==> config.mk <==
export PLATFORM = sky130hd
export DESIGN_NAME = game_tick_scheduler
export DESIGN_NICKNAME = d
export VERILOG_FILES = /design/src/rtl/game_tick_scheduler.sv
export SDC_FILE = /design/constraint.sdc
export NUM_CORES = 1
export LEC_CHECK = 0
export BUFFER_PORTS_ARGS = -buffer_cell sky130_fd_sc_hd__buf_2
export CAP_MARGIN = 5
export CORE_MARGIN = 2
export CORE_UTILIZATION = 50
export CTS_CLUSTER_DIAMETER = 50
export DETAILED_ROUTE_END_ITERATION = 16
export PLACE_DENSITY = 0.85
export SLEW_MARGIN = 40
export SYNTH_ARGS = -nofsm -noshare
export SYNTH_HDL_FRONTEND = slang
export SYNTH_SLANG_ARGS = --single-unit
==> constraint.sdc <==
create_clock -name clk -period 1.98 [get_ports clk]
set_clock_uncertainty 0.2 [all_clocks]
set_input_delay 0 -clock clk [delete_from_list [all_inputs] [get_ports clk]]
set_output_delay 0 -clock clk [all_outputs]
set_load 0.005 [all_outputs]
==> src/rtl/game_tick_scheduler.sv <==
// Game sequencer: IDLE/PLAY/PAUSE/OVER FSM, frame-divided game tick, and direction arbitration.
// All outputs registered (1-cycle latency from inputs); no backpressure, pulses are fire-and-forget.
module game_tick_scheduler #(
    parameter int TICK_FRAMES = 8,
    parameter int CNT_W       = 4
) (
    input  logic       clk,
    input  logic       rst,
    input  logic       frame_start,
    input  logic       btn_enter,
    input  logic       btn_up,
    input  logic       btn_down,
    input  logic       btn_left,
    input  logic       btn_right,
    input  logic       pause,
    input  logic       collision,
    output logic [1:0] state,
    output logic       game_tick,
    output logic [1:0] dir,
    output logic       clear_board
);

    typedef enum logic [1:0] {
        S_IDLE  = 2'b00,
        S_PLAY  = 2'b01,
        S_PAUSE = 2'b10,
        S_OVER  = 2'b11
    } state_e;

    localparam logic [1:0]       D_UP    = 2'b00;
    localparam logic [1:0]       D_DOWN  = 2'b01;
    localparam logic [1:0]       D_LEFT  = 2'b10;
    localparam logic [1:0]       D_RIGHT = 2'b11;
    localparam logic [CNT_W-1:0] CNT_LAST = CNT_W'(TICK_FRAMES - 1);

    state_e           state_q, state_d;
    logic             game_tick_q, game_tick_d;
    logic             clear_board_q, clear_board_d;
    logic [1:0]       dir_q, dir_d;
    logic [1:0]       pending_q, pending_d;
    logic [CNT_W-1:0] frame_cnt_q, frame_cnt_d;
    logic             enter_q;

    logic             enter_rise;
    logic             btn_any;
    logic [1:0]       btn_win;

    assign enter_rise = btn_enter & ~enter_q;
    assign btn_any    = btn_up | btn_down | btn_left | btn_right;

    always_comb begin
        if (btn_up)        btn_win = D_UP;
        else if (btn_down) btn_win = D_DOWN;
        else if (btn_left) btn_win = D_LEFT;
        else               btn_win = D_RIGHT;
    end

    always_comb begin
        state_d       = state_q;
        game_tick_d   = 1'b0;
        clear_board_d = 1'b0;
        dir_d         = dir_q;
        pending_d     = pending_q;
        frame_cnt_d   = frame_cnt_q;
        case (state_q)
            S_IDLE: begin
                if (enter_rise) begin
                    state_d       = S_PLAY;
                    clear_board_d = 1'b1;
                    dir_d         = D_RIGHT;
                    pending_d     = D_RIGHT;
                    frame_cnt_d   = '0;
                end
            end
            S_PLAY: begin
                // Flipping bit 0 of a direction yields its reverse (UP<->DOWN, LEFT<->RIGHT).
                if (btn_any && (btn_win != (dir_q ^ 2'b01))) begin
                    pending_d = btn_win;
                end
                if (frame_start && !collision) begin
                    if (frame_cnt_q == CNT_LAST) begin
                        frame_cnt_d = '0;
                        game_tick_d = 1'b1;
                        dir_d       = pending_q;
                    end else begin
                        frame_cnt_d = frame_cnt_q + CNT_W'(1);
                    end
                end
                if (collision)  state_d = S_OVER;
                else if (pause) state_d = S_PAUSE;
            end
            S_PAUSE: begin
                if (!pause) state_d = S_PLAY;
            end
            S_OVER: begin
                if (enter_rise) state_d = S_IDLE;
            end
            default: state_d = S_IDLE;
        endcase
    end

    // enter_q resets high so a button held through reset is not seen as a press.
    always_ff @(posedge clk or negedge rst) begin
        if (!rst) begin
            state_q       <= S_IDLE;
            game_tick_q   <= 1'b0;
            clear_board_q <= 1'b0;
            dir_q         <= D_RIGHT;
            pending_q     <= D_RIGHT;
            frame_cnt_q   <= '0;
            enter_q       <= 1'b1;
        end else begin
            state_q       <= state_d;
            game_tick_q   <= game_tick_d;
            clear_board_q <= clear_board_d;
            dir_q         <= dir_d;
            pending_q     <= pending_d;
            frame_cnt_q   <= frame_cnt_d;
            enter_q       <= btn_enter;
        end
    end

    assign state       = state_q;
    assign game_tick   = game_tick_q;
    assign dir         = dir_q;
    assign clear_board = clear_board_q;

endmodule
* After elaboration in Yosys (flattened, before gate mapping)
Index checks and enable logic that the tools add are counted.
Word-level totals: input port bits 10, word-level logic and storage cells 59, register bits 13, output and inout bits 6
Operators by class: reductions and logical operators 9, mux-type cells 24, $add $sub $neg 1, bitwise gates (word level) 6, eq/ne operators 12
Operator list (number):
- $mux 2 | 11
- $mux 4 | 3
- $ne 2x2->1 const B | 6
- $pmux 2 s2 | 2
- $pmux 2 s4 | 1
- $pmux 4 s2 | 1
- $reduce_and 4->1 | 2
- $mux 1 | 6
- $reduce_and 3->1 | 2
- $add 4x1->4 const B | 1
- $eq 2x2->1 const B | 2
- $eq 4x3->1 const B | 1
- $ne 3x3->1 const B | 1
- $or 1x1->1 | 3
- $eq 2x1->1 const B | 1
- $logic_and 1x1->1 | 2
- $logic_not 2->1 | 1
- $ne 2x2->1 | 1
- $not 1->1 | 2
- $reduce_bool 2->1 | 1
- $and 1x1->1 | 1
- $logic_not 1->1 | 1

* Logic depth before layout (Yosys ltp)
word-level depth 7, mapped depth 6, mapped depth without buffers 5

* Worst setup path before layout
Ideal clock, no wire load.
path kind reg2reg, start point reg state_q[0], in the netlist state[0], end point reg frame_cnt_q[3], slack 0.129 ns, data required time 1.658 ns, arrival time 1.529 ns, clock period less this slack 1.851 ns, buffers on the path 2, library setup time 0.122 ns, stages on the path, launching flop included 7, cells stage by stage dfrtp_1 > buf_6 > or3b_4 > a21o_1 > buf_6 > a21o_1 > a32o_1
On the way: longest elaborated chain between the ends 3, elaborated cells on any way between the ends 7, classes of those cells eq/ne (3); mux (1); reduce/logical (3)
RTL lines:
- from (decl) | RTL line 36 | state_e state_q, state_d;
- from (signal assigned) | RTL line 113 | state_q <= state_d;
- $eq 2x1->1 or $logic_not 2->1 (tied branches) | RTL line 65 | case (state_q)
- $ne 2x2->1 (no line) or $reduce_bool 2->1 (tied branches)
- $reduce_and 3->1 (no line)
- to (signal assigned) | RTL line 118 | frame_cnt_q <= frame_cnt_d;
- to (decl) | RTL line 41 | logic [CNT_W-1:0] frame_cnt_q, frame_cnt_d;
Several ways; a longest one is shown, not always the timed one. A chain may end at the register's enable or synchronous reset.

* Final worst setup path
start point in btn_enter, end point reg state_q[0], in the netlist state[0]
On the way: longest elaborated chain between the ends 3, elaborated cells on any way between the ends 4, classes of those cells eq/ne (2); bitwise (1); reduce/logical (1)
RTL lines:
- from (decl) | RTL line 10 | input logic btn_enter,
- $and 1x1->1 (*) | RTL line 48 | assign enter_rise = btn_enter & ~enter_q;
- $ne 2x2->1 (no line)
- $reduce_and 4->1 (no line) (*)
Mark *: on every way between the ends. The rest lies on a longest branch, timed or not.

==> impl_metrics.yaml <==
finish:
  antenna_cells: 0
  layout_common_cells: "buf_2 (15), dlygate4sd3_1 (12), nor2_1 (10)"
  fin_cells: 118
  syn_to_final_growth_pct: 34.7
  nNetsFinal: 115
  mostFrequentLayoutCell: "buf_2"
  fillCellCount: 103
  drive_gt1_frac: 0.282
synthesis:
  synthFlopType: "dfrtp_1"
  syn_area_um2: 699
  synth_fp_nets: 83
  async_flop_share: 1.00
  ys_types: 29
  synth-seq-cells: 13
  synth-seq-area-share: 0.474
  ys_warn_count: 0
  synth_edf_count: 0
  syn_inst: 72
  syn_area_per_cell_um2: 9.71
setup_path:
  crit_buf_inv: 3
  crit_top_cell: "dlygate4sd3_1"
  slowest_delay_ps: 570
  end_kind: "flop"
  crit_path_start_kind: "input pin"
  path_delay_family: "buffers and inverters"
  critPathRequiredTime_ps: 1940
  cp_max_fo: 4
  crit_type: "input pin to flop"
  crit_chain: "dlygate4sd3_1 -> buf_2 -> nor2b_1 -> a22oi_1 -> dlygate4sd3_1 -> nand2_1 -> o21ai_0"
  critPathArrivalTime_ps: 1810
  cp_slowest_cell: "dlygate4sd3_1"
power_and_ir_drop:
  p_clk_frac: 0.145
  p_int_uw: 676
  powerDensity_nw_per_um2: 1170
  power_leakage_uw: 0.000426
  vdd.ir_drop.worst_v: 0.000714
  power_switching_uw: 429
  p_sw_frac: 0.388
  pwr-share-comb: 0.464
  power_frac_seq: 0.391
die:
  floorplan.initialDensity: 0.538
  dieArea_um2: 1710
  io-pin-count: 16
  core_um2: 1300
  num_rows: 13
  die_x_um: 41.4
  die_y_um: 41.4
routing:
  drcViolationCount: 0
  drt_iter0_drc: 33
  first_pass_iters: 5
  num_vias: 677
  wl_per_cell_um: 16.6
  ant_nets: 0
  wl_um: 1960
  via_per_inst: 5.74
placed_design:
  dp.cells: 102
  dp_hpwl_um: 1050
  numPortBuffers: 15
  globalplace.congestion: 0.837
timing:
  finalCritPeriodShare: 0.934
  setup_viol: 0
  final_max_slew_viol_count: 0
  finalSetupTns_ps: 0
  fmax_mhz: 541
  worst_pin_slew_ps: 443
  relSlewSlack: 0.701
  hold_viol: 0
  period_minus_slack_ps: 1850
  rsz0062_at_grt: "false"
cts:
  path_clk_slew_ps: 70
  clock_latency_ps: 270
  cts_tree: "yes"
  cts_root_buffer: "clkbuf_4"
  cts.sinks: 13
  clk_path_buf_depth: 2
  cts_buffers: 3
  htree_levels: 1
outcome:
  status: "complete, no violations"
global_routing:
  grt_pass1_vias: 707
  antenna_found_initial: 0
  gr-total-overflow: 0
  grt_max_degree: 12
  grt_pass1_wl_um: 3220
  gr-usage-all-layers: 0.254
run:
  cap_violations: 0
hold_path:
  hp-class: "input pin to flop"
-- state kept, by name, summed over array words and instances (netlist names) --
name / cells
state: 2
pending_q: 2
game_tick: 1
frame_cnt_q: 4
clear_board: 1
enter_q: 1
dir: 2
-- synth_stat cells, types with 2 or more instances --
master / instances / share of area
dfstp_2: 5 / 0.19
dfrtp_1: 8 / 0.29
mux2i_1: 2 / 0.029
nand2b_1: 3 / 0.027
nor2b_1: 2 / 0.018
o21ai_0: 6 / 0.043
a21oi_1: 3 / 0.021
nor2_1: 10 / 0.054
nand2_1: 7 / 0.038
nor3b_1: 2 / 0.021
o31ai_1: 3 / 0.032
a21o_1: 3 / 0.032
buf_6: 2 / 0.032
-- power by group through the flow --
stage                     logic, uW  clock network, uW  registers [uW]
after CTS                       476                168             424
after detailed placement        449                  0             429
final                           513                160             432
after floorplan                 310                  0             425
after global routing            568                186             443
after global placement          423                  0             424
-- worst paths after layout --
kind	slack (ps)	startpoint	to	cells past startpoint
worst min register to register	300	frame_cnt_q[3]	game_tick	1
min in group asynchronous	90	rst	pending_q[0]	2
worst max-delay path	130	btn_enter	state[0]	7
worst max register to register	150	enter_q	state[0]	5
worst min-delay path	70	btn_left	pending_q[1]	4
max in group asynchronous	650	rst	frame_cnt_q[2]	3
-- what timing repair did --
action,in CTS,in global routing
hold buffers,12,0
gates resized for setup,0,1
endpoints found under the hold margin,20,0
setup buffers,0,0
setup endpoints to repair,0,1
-- final cells by class --
cell class	instances	area (um^2)	share of cell area
Timing Repair Buffer	30	218	0.231
Sequential cell	13	332	0.352
Clock buffer	4	26.3	0.0279
Multi-Input combinational cell	55	344	0.365
Inverter	1	3.75	0.00398
Tap cell	15	18.8	0.0199
-- metrics by stage --
stage          cell area, um^2  total power, uW  setup slack [ps]  hold WS [ps]   util
2_1_floorplan              699              734               129          -496      -
6_report                   942             1110               130          68.1  0.724
4_1_cts                    936             1070               145          33.3  0.719
3_5_place_dp               790              878               164          -306  0.607
3_3_place_gp               790              848               269          -308  0.607
5_1_grt                    942             1200              21.7          87.7  0.724
-- cell families after synthesis --
group,share of synthesized area
xor+xnor,0.0125
mux,0.0286
buf+inv,0.0429
flops,0.474
simple gates,0.225
fa+ha+maj,0.0179
compound gates,0.199
-- layer usage --
metal / share of wire / up-vias / wire length [um] / global-route usage
met5: 0 / - / 0 / 0
met4: 0.041 / 0 / 80 / 0.155
met3: 0.049 / 10 / 95 / 0.0304
met2: 0.57 / 30 / 1110 / 0.472
met1: 0.34 / 317 / 667 / 0.267
li1: - / 320 / - / -
-- worst reg2reg max path, delay by kind of cell, from the launching register on --
kind | cells | cell delay [ps]
buf+inv | 1 | 570
flops | 1 | 380
simple gates | 2 | 350
compound gates | 2 | 210
(Power assumes the default switching activity.)
